File: config.mk
export PLATFORM = sky130hd
export DESIGN_NAME = sdram_arbiter
export DESIGN_NICKNAME = d
export VERILOG_FILES = /design/src/rtl/sdram_arb_pkg.sv /design/src/rtl/rr_picker.sv /design/src/rtl/sdram_arbiter.sv
export SDC_FILE = /design/constraint.sdc
export NUM_CORES = 1
export LEC_CHECK = 0
export CAP_MARGIN = 20
export CORE_MARGIN = 3
export CORE_UTILIZATION = 44
export CTS_CLUSTER_SIZE = 16
export DETAILED_ROUTE_END_ITERATION = 8
export HOLD_SLACK_MARGIN = 0.08
export MAX_ROUTING_LAYER = met4
export PLACE_DENSITY = 0.86
export SLEW_MARGIN = 30
export SYNTH_ARGS = -nofsm -noshare
export SYNTH_HDL_FRONTEND = slang
export SYNTH_SLANG_ARGS = --single-unit
File: constraint.sdc
create_clock -name clk -period 3.8 [get_ports clk]
set_clock_uncertainty 0.15 [all_clocks]
set_input_delay 0.95 -clock clk [delete_from_list [all_inputs] [get_ports clk]]
set_output_delay 0.95 -clock clk [all_outputs]
set_load 0.05 [all_outputs]
File: src/rtl/sdram_arb_pkg.sv
// Shared types and constants for the SDRAM port arbiter.
package sdram_arb_pkg;

  typedef enum logic [1:0] {
    DRAIN = 2'd0,
    IDLE  = 2'd1,
    WAIT  = 2'd2,
    DONE  = 2'd3
  } arb_state_t;

  localparam int MAX_CLIENT = 4;
  localparam int SD_AW      = 21;
  localparam int IDX_W      = 2;

endpackage

File: src/rtl/rr_picker.sv
// Combinational round-robin winner select with optional fixed priority for client 0.
module rr_picker
  import sdram_arb_pkg::*;
#(
  parameter int NCLIENT = 3
) (
  input  logic [NCLIENT-1:0] req,
  input  logic [IDX_W-1:0]   ptr,
  input  logic               prio0,
  output logic [IDX_W-1:0]   gnt_idx,
  output logic               any
);

  logic [MAX_CLIENT-1:0] req_ext;
  logic [IDX_W:0]        pos;

  // Scan from the farthest slot down to ptr so the nearest requester wins last.
  always_comb begin
    req_ext              = '0;
    req_ext[NCLIENT-1:0] = req;
    pos                  = '0;
    gnt_idx              = '0;
    any                  = |req;
    for (int i = NCLIENT - 1; i >= 0; i--) begin
      pos = {1'b0, ptr} + (IDX_W + 1)'(i);
      if (pos >= (IDX_W + 1)'(NCLIENT)) pos = pos - (IDX_W + 1)'(NCLIENT);
      if (req_ext[pos[IDX_W-1:0]]) gnt_idx = pos[IDX_W-1:0];
    end
    if (prio0 && req[0]) gnt_idx = '0;
  end

endmodule

File: src/rtl/sdram_arbiter.sv
// Shares one toggle-handshake SDRAM port among NCLIENT level-request clients.
//   state | meaning
//   DRAIN | wait for an outstanding ack after reset, no client response
//   IDLE  | pick a winner, latch its access and toggle sd_req
//   WAIT  | access in flight until sd_ack matches sd_req
//   DONE  | one-cycle cl_done pulse, then back to IDLE
module sdram_arbiter
  import sdram_arb_pkg::*;
#(
  parameter int NCLIENT = 3,
  parameter int PRIO0   = 0
) (
  input  logic                           clk,
  input  logic                           reset,
  input  logic [NCLIENT-1:0]             cl_req,
  input  logic [NCLIENT-1:0]             cl_we,
  input  logic [NCLIENT-1:0][SD_AW-1:0]  cl_a,
  input  logic [NCLIENT-1:0][1:0]        cl_ds,
  input  logic [NCLIENT-1:0][15:0]       cl_d,
  output logic [15:0]                    cl_q,
  output logic [NCLIENT-1:0]             cl_done,
  output logic                           sd_req,
  input  logic                           sd_ack,
  output logic                           sd_we,
  output logic [SD_AW:1]                 sd_a,
  output logic [1:0]                     sd_ds,
  output logic [15:0]                    sd_d,
  input  logic [15:0]                    sd_q
);

  localparam logic PRIO0_EN = (PRIO0 != 0);

  arb_state_t         state_q, state_d;
  logic [IDX_W-1:0]   g_q, g_d;
  logic [IDX_W-1:0]   rr_ptr_q, rr_ptr_d;
  logic [NCLIENT-1:0] done_q, done_d;
  logic [15:0]        rdat_q, rdat_d;
  logic               sd_we_q, sd_we_d;
  logic [SD_AW-1:0]   sd_a_q, sd_a_d;
  logic [1:0]         sd_ds_q, sd_ds_d;
  logic [15:0]        sd_d_q, sd_d_d;
  // Toggle parity must survive reset, so this flop only has a power-up value.
  logic               sd_req_q = 1'b0;
  logic               sd_req_d;
  logic [IDX_W-1:0]   pick_idx;
  logic               pick_any;
  logic               acked;

  rr_picker #(.NCLIENT(NCLIENT)) u_pick (
    .req     (cl_req),
    .ptr     (rr_ptr_q),
    .prio0   (PRIO0_EN),
    .gnt_idx (pick_idx),
    .any     (pick_any)
  );

  assign acked = (sd_ack == sd_req_q);

  always_comb begin
    state_d  = state_q;
    g_d      = g_q;
    rr_ptr_d = rr_ptr_q;
    done_d   = '0;
    rdat_d   = rdat_q;
    sd_req_d = sd_req_q;
    sd_we_d  = sd_we_q;
    sd_a_d   = sd_a_q;
    sd_ds_d  = sd_ds_q;
    sd_d_d   = sd_d_q;
    case (state_q)
      DRAIN: if (acked) state_d = IDLE;
      IDLE: begin
        if (pick_any) begin
          g_d      = pick_idx;
          sd_we_d  = cl_we[pick_idx];
          sd_a_d   = cl_a[pick_idx];
          sd_ds_d  = cl_ds[pick_idx];
          sd_d_d   = cl_d[pick_idx];
          sd_req_d = ~sd_req_q;
          state_d  = WAIT;
        end
      end
      WAIT: begin
        if (acked) begin
          if (!sd_we_q) rdat_d = sd_q;
          done_d[g_q] = 1'b1;
          rr_ptr_d    = (g_q == IDX_W'(NCLIENT - 1)) ? '0 : g_q + IDX_W'(1);
          state_d     = DONE;
        end
      end
      DONE: state_d = IDLE;
      default: state_d = DRAIN;
    endcase
  end

  always_ff @(posedge clk) begin
    if (reset) begin
      state_q  <= DRAIN;
      g_q      <= '0;
      rr_ptr_q <= '0;
      done_q   <= '0;
      rdat_q   <= '0;
      sd_we_q  <= 1'b0;
      sd_a_q   <= '0;
      sd_ds_q  <= '0;
      sd_d_q   <= '0;
    end else begin
      state_q  <= state_d;
      g_q      <= g_d;
      rr_ptr_q <= rr_ptr_d;
      done_q   <= done_d;
      rdat_q   <= rdat_d;
      sd_we_q  <= sd_we_d;
      sd_a_q   <= sd_a_d;
      sd_ds_q  <= sd_ds_d;
      sd_d_q   <= sd_d_d;
      sd_req_q <= sd_req_d;
    end
  end

  assign cl_q    = rdat_q;
  assign cl_done = done_q;
  assign sd_req  = sd_req_q;
  assign sd_we   = sd_we_q;
  assign sd_a    = sd_a_q;
  assign sd_ds   = sd_ds_q;
  assign sd_d    = sd_d_q;

endmodule

==> results.txt <==
FF-to-FF End - sd_d[12]$_SDFFE_PP0P_
CP Data Arrival Time - 3.31 ns
Hold Crit Endpoint - cl_q[6]$_SDFFE_PP0P_
fillcell total - 674
kind of critical path - in2reg
buffers added on ports - 201
Final Max Slew Viols - 0
DRT iter0 DRCs - 361
reg2reg setup slack - 0.83 ns
TritonCTS buffer count - 9
clk buf depth - 2
status - completed
Die W - 102 um
WL per Instance - 20.3 um
Max stage delay on crit path - 0.64 ns
first-pass GRT wire length - 24.4 mm
number of max-cap violations - 0
Post-CTS Hold Buffers - 0
# diodes - 0
CTS sink cnt - 66
worst hold-check path type - reg2reg
worst r2r src - state_q[1]$_SDFFE_PP0P_
register bit count reported by yosys - 66
H-tree lvl count - 3
DR vias/cell - 6.47
Final Cell Area - 6420 um2
syn nets - 656
Yosys top cell area share - 31.8%
busiest grt layer - met2
I/O Pins - 202
drc violations - 0
Placed Cells incl. Taps - 777
pin count of the biggest net entering global routing - 39
Worst EP required - 3.86 ns
Tmin final - 3.25 ns
Worst Hold Path Cells - 2
Setup Viol. Count Final - 0
Syn-to-layout area delta - 56.8%
worst-path fanout max - 32
PD cells - 532 nW/um2
number of global-route vias before repair - 5,012
Post-synth top flop - dfxtp_1
Layout Nets - 829
pre-CTS setup slack - 0.403 ns
met2 Track Usage GR - 48.6%
Min-Delay Startpoint - cl_q[6]$_SDFFE_PP0P_
sequential area share after synthesis - 32.5%
synthesized area - 4100 um2
Top Family by Delay on Critical Path - compound AO/OA/AOI/OAI gates
Antenna Violating Nets Remaining - 0
Register-to-Register Path Depth - 7
top post-synthesis cells by area - dfxtp_1 32%, nor3_1 8.2%, o311a_1 7.8%
post_cts resized - 0
Die Span Y - 102 um
cell leakage power - 2.27 nW
fraction of layout instances using a drive strength above 1 - 7.15%
period utilization - 85.6%
Distinct cells, synth - 37
cells after synthesis - 507
initial antenna violation count - 0
startpoint types - input pin
TritonRoute pass-1 iters - 5
Fin Hold WS - 0.331 ns
Initial Util - 46.1%
RSZ-0062 raised after global routing - no
GRT Total Usage - 30.2%
gr ovfl total - 0
fin cells - 793
Async S/R FF share, synth - 0%
CTS tree - built
global placement routability congestion - 0.884
CP Cell Sequence - clkdlybuf4s50_1 -> a21o_1 -> nor3_4 -> o31ai_4 -> buf_4 -> a2111oi_0 -> nor3_1
grt met1 use - 35.5%
GRT met3 Usage - 7.51%
Die Area - 10,500 um2
Rows - 34
WL final - 16.1 mm
postcts setup bufs - 0
core box area - 8890 um2
Slew @ Worst Pin - 0.756 ns
Crit. End Element - flip-flop
CP max-delay cell - a2111oi_0
Final Hold Fails - 0
vias - 5,128
top cell type by total area after synthesis - dfxtp_1
final worst setup slack - 0.548 ns
Max IR drop VDD - 0.000335 V
clk root buf - clkbuf_8
number of synthesized flops with an enable pin - 1
Reg clk slew, reported paths - 0.08 ns
Rel. slew slack - 49.6%
Clock Latency Late Sink - 0.35 ns
detailed placement HPWL - 11.2 mm
syn avg cell area - 8.08 um2
TNS Setup - 0 ns
Crit path buffers/inverters - 2
dpl cell area - 6180 um2
yosys warns - 0
FMAX - 0.308 GHz
[Yosys cell counts (2+ instances only)]
| cell | instances |
|---|---|
| dfxtp_1 | 65 |
| nor4b_1 | 2 |
| inv_1 | 7 |
| o2111ai_1 | 32 |
| ha_1 | 7 |
| o311a_1 | 32 |
| clkbuf_1 | 52 |
| or2_2 | 2 |
| and2_1 | 40 |
| a31oi_1 | 9 |
| buf_2 | 6 |
| nor3_1 | 67 |
| nand2b_1 | 3 |
| nor2b_1 | 5 |
| a21o_1 | 2 |
| o21ai_0 | 20 |
| nand2_1 | 22 |
| nor2_1 | 17 |
| a21oi_1 | 50 |
| o32ai_1 | 8 |
| mux2i_1 | 10 |
| a2111oi_0 | 33 |
| buf_1 | 2 |
[metal layers]
layer  vias to the layer above  wire length [um]  part of all wire, %
li1                       2327                 -                    -
met1                      2394              6030                   38
met2                       362              7780                   48
met3                        45              1800                   11
met4                         0               471                  2.9
met5                         -                 0                    0
[cell usage in the layout (no fill, tap or decap), drive strengths merged]
cell type,instances
xnor2,1
nor2,17
mux2i,10
and2,40
inv,8
mux2,1
clkinv,3
o32ai,8
o2111ai,32
nor2b,5
o311a,32
o21bai,1
a22oi,1
nor3b,1
o31ai,1
or2,2
ha,7
clkdlybuf4s50,200
nor3,68
edfxtp,1
clkbuf,10
a31oi,9
nand2,22
nand2b,3
a2111oi,33
o21a,1
a21oi,50
bufinv,2
buf,24
and4bb,1
o22ai,1
nor4b,2
a21o,2
o21ai,20
dfxtp,65
nor4,1
[layout make-up]
| type | count | area (um2) | area share, % |
|---|---|---|---|
| inverter | 7 | 26.3 | 0.409 |
| timing repair buffer | 224 | 2180 | 33.9 |
| clock buffer | 10 | 149 | 2.32 |
| multi-input combinational | 372 | 2510 | 39.0 |
| clock inverter | 6 | 95.1 | 1.48 |
| sequential | 66 | 1330 | 20.7 |
| tap | 108 | 135 | 2.10 |
[through the flow]
step	power [mW]	utilization (%)
2_1_floorplan	2.06	-
3_3_place_gp	2.62	69.5
3_5_place_dp	2.68	69.5
4_1_cts	3.41	72.2
5_1_grt	3.58	72.2
6_report	3.42	72.2
[where the power goes]
part,switching [mW],internal [mW],leakage (nW)
Sequential,0.0825,0.827,0.538
Combinational,1.09,0.699,1.61
Clock,0.309,0.415,0.122
[kinds of logic after synthesis]
kind of cell	synth area share, %
flip-flops	32.5
XOR/XNOR	0.214
AO/OA/AOI/OAI	35.1
buffers and inverters	6.63
AND/OR/NAND/NOR	20.7
multiplexers	2.72
adder cells (fa/ha/maj)	2.14
[sequential cells by signal, indices dropped and copies added, names as in the netlist]
| name | flops |
|---|---|
| sd_req | 1 |
| g_q | 2 |
| cl_q | 16 |
| rr_ptr_q | 2 |
| sd_a | 21 |
| cl_done | 3 |
| state_q | 2 |
| sd_d | 16 |
| sd_ds | 2 |
| sd_we | 1 |
[worst min-delay path, stage by stage (launching register included)]
cell	delay (ns)
dfxtp_1	0.31
o21ai_0	0.06
a21oi_1	0.06
[how the worst max path moves through the flow]
stage | startpoint | to | cells after the start
after floorplan | cl_req[2] | sd_a[21]$_SDFFE_PP0P_ | 7
after global placement | cl_req[2] | sd_we$_SDFFE_PP0P_ | 7
after detailed placement | cl_req[2] | sd_a[9]$_SDFFE_PP0P_ | 7
after CTS | cl_req[2] | sd_d[12]$_SDFFE_PP0P_ | 7
after global routing | cl_req[2] | sd_d[12]$_SDFFE_PP0P_ | 7
final | cl_req[2] | sd_d[12]$_SDFFE_PP0P_ | 7
(Power assumes the default switching activity.)
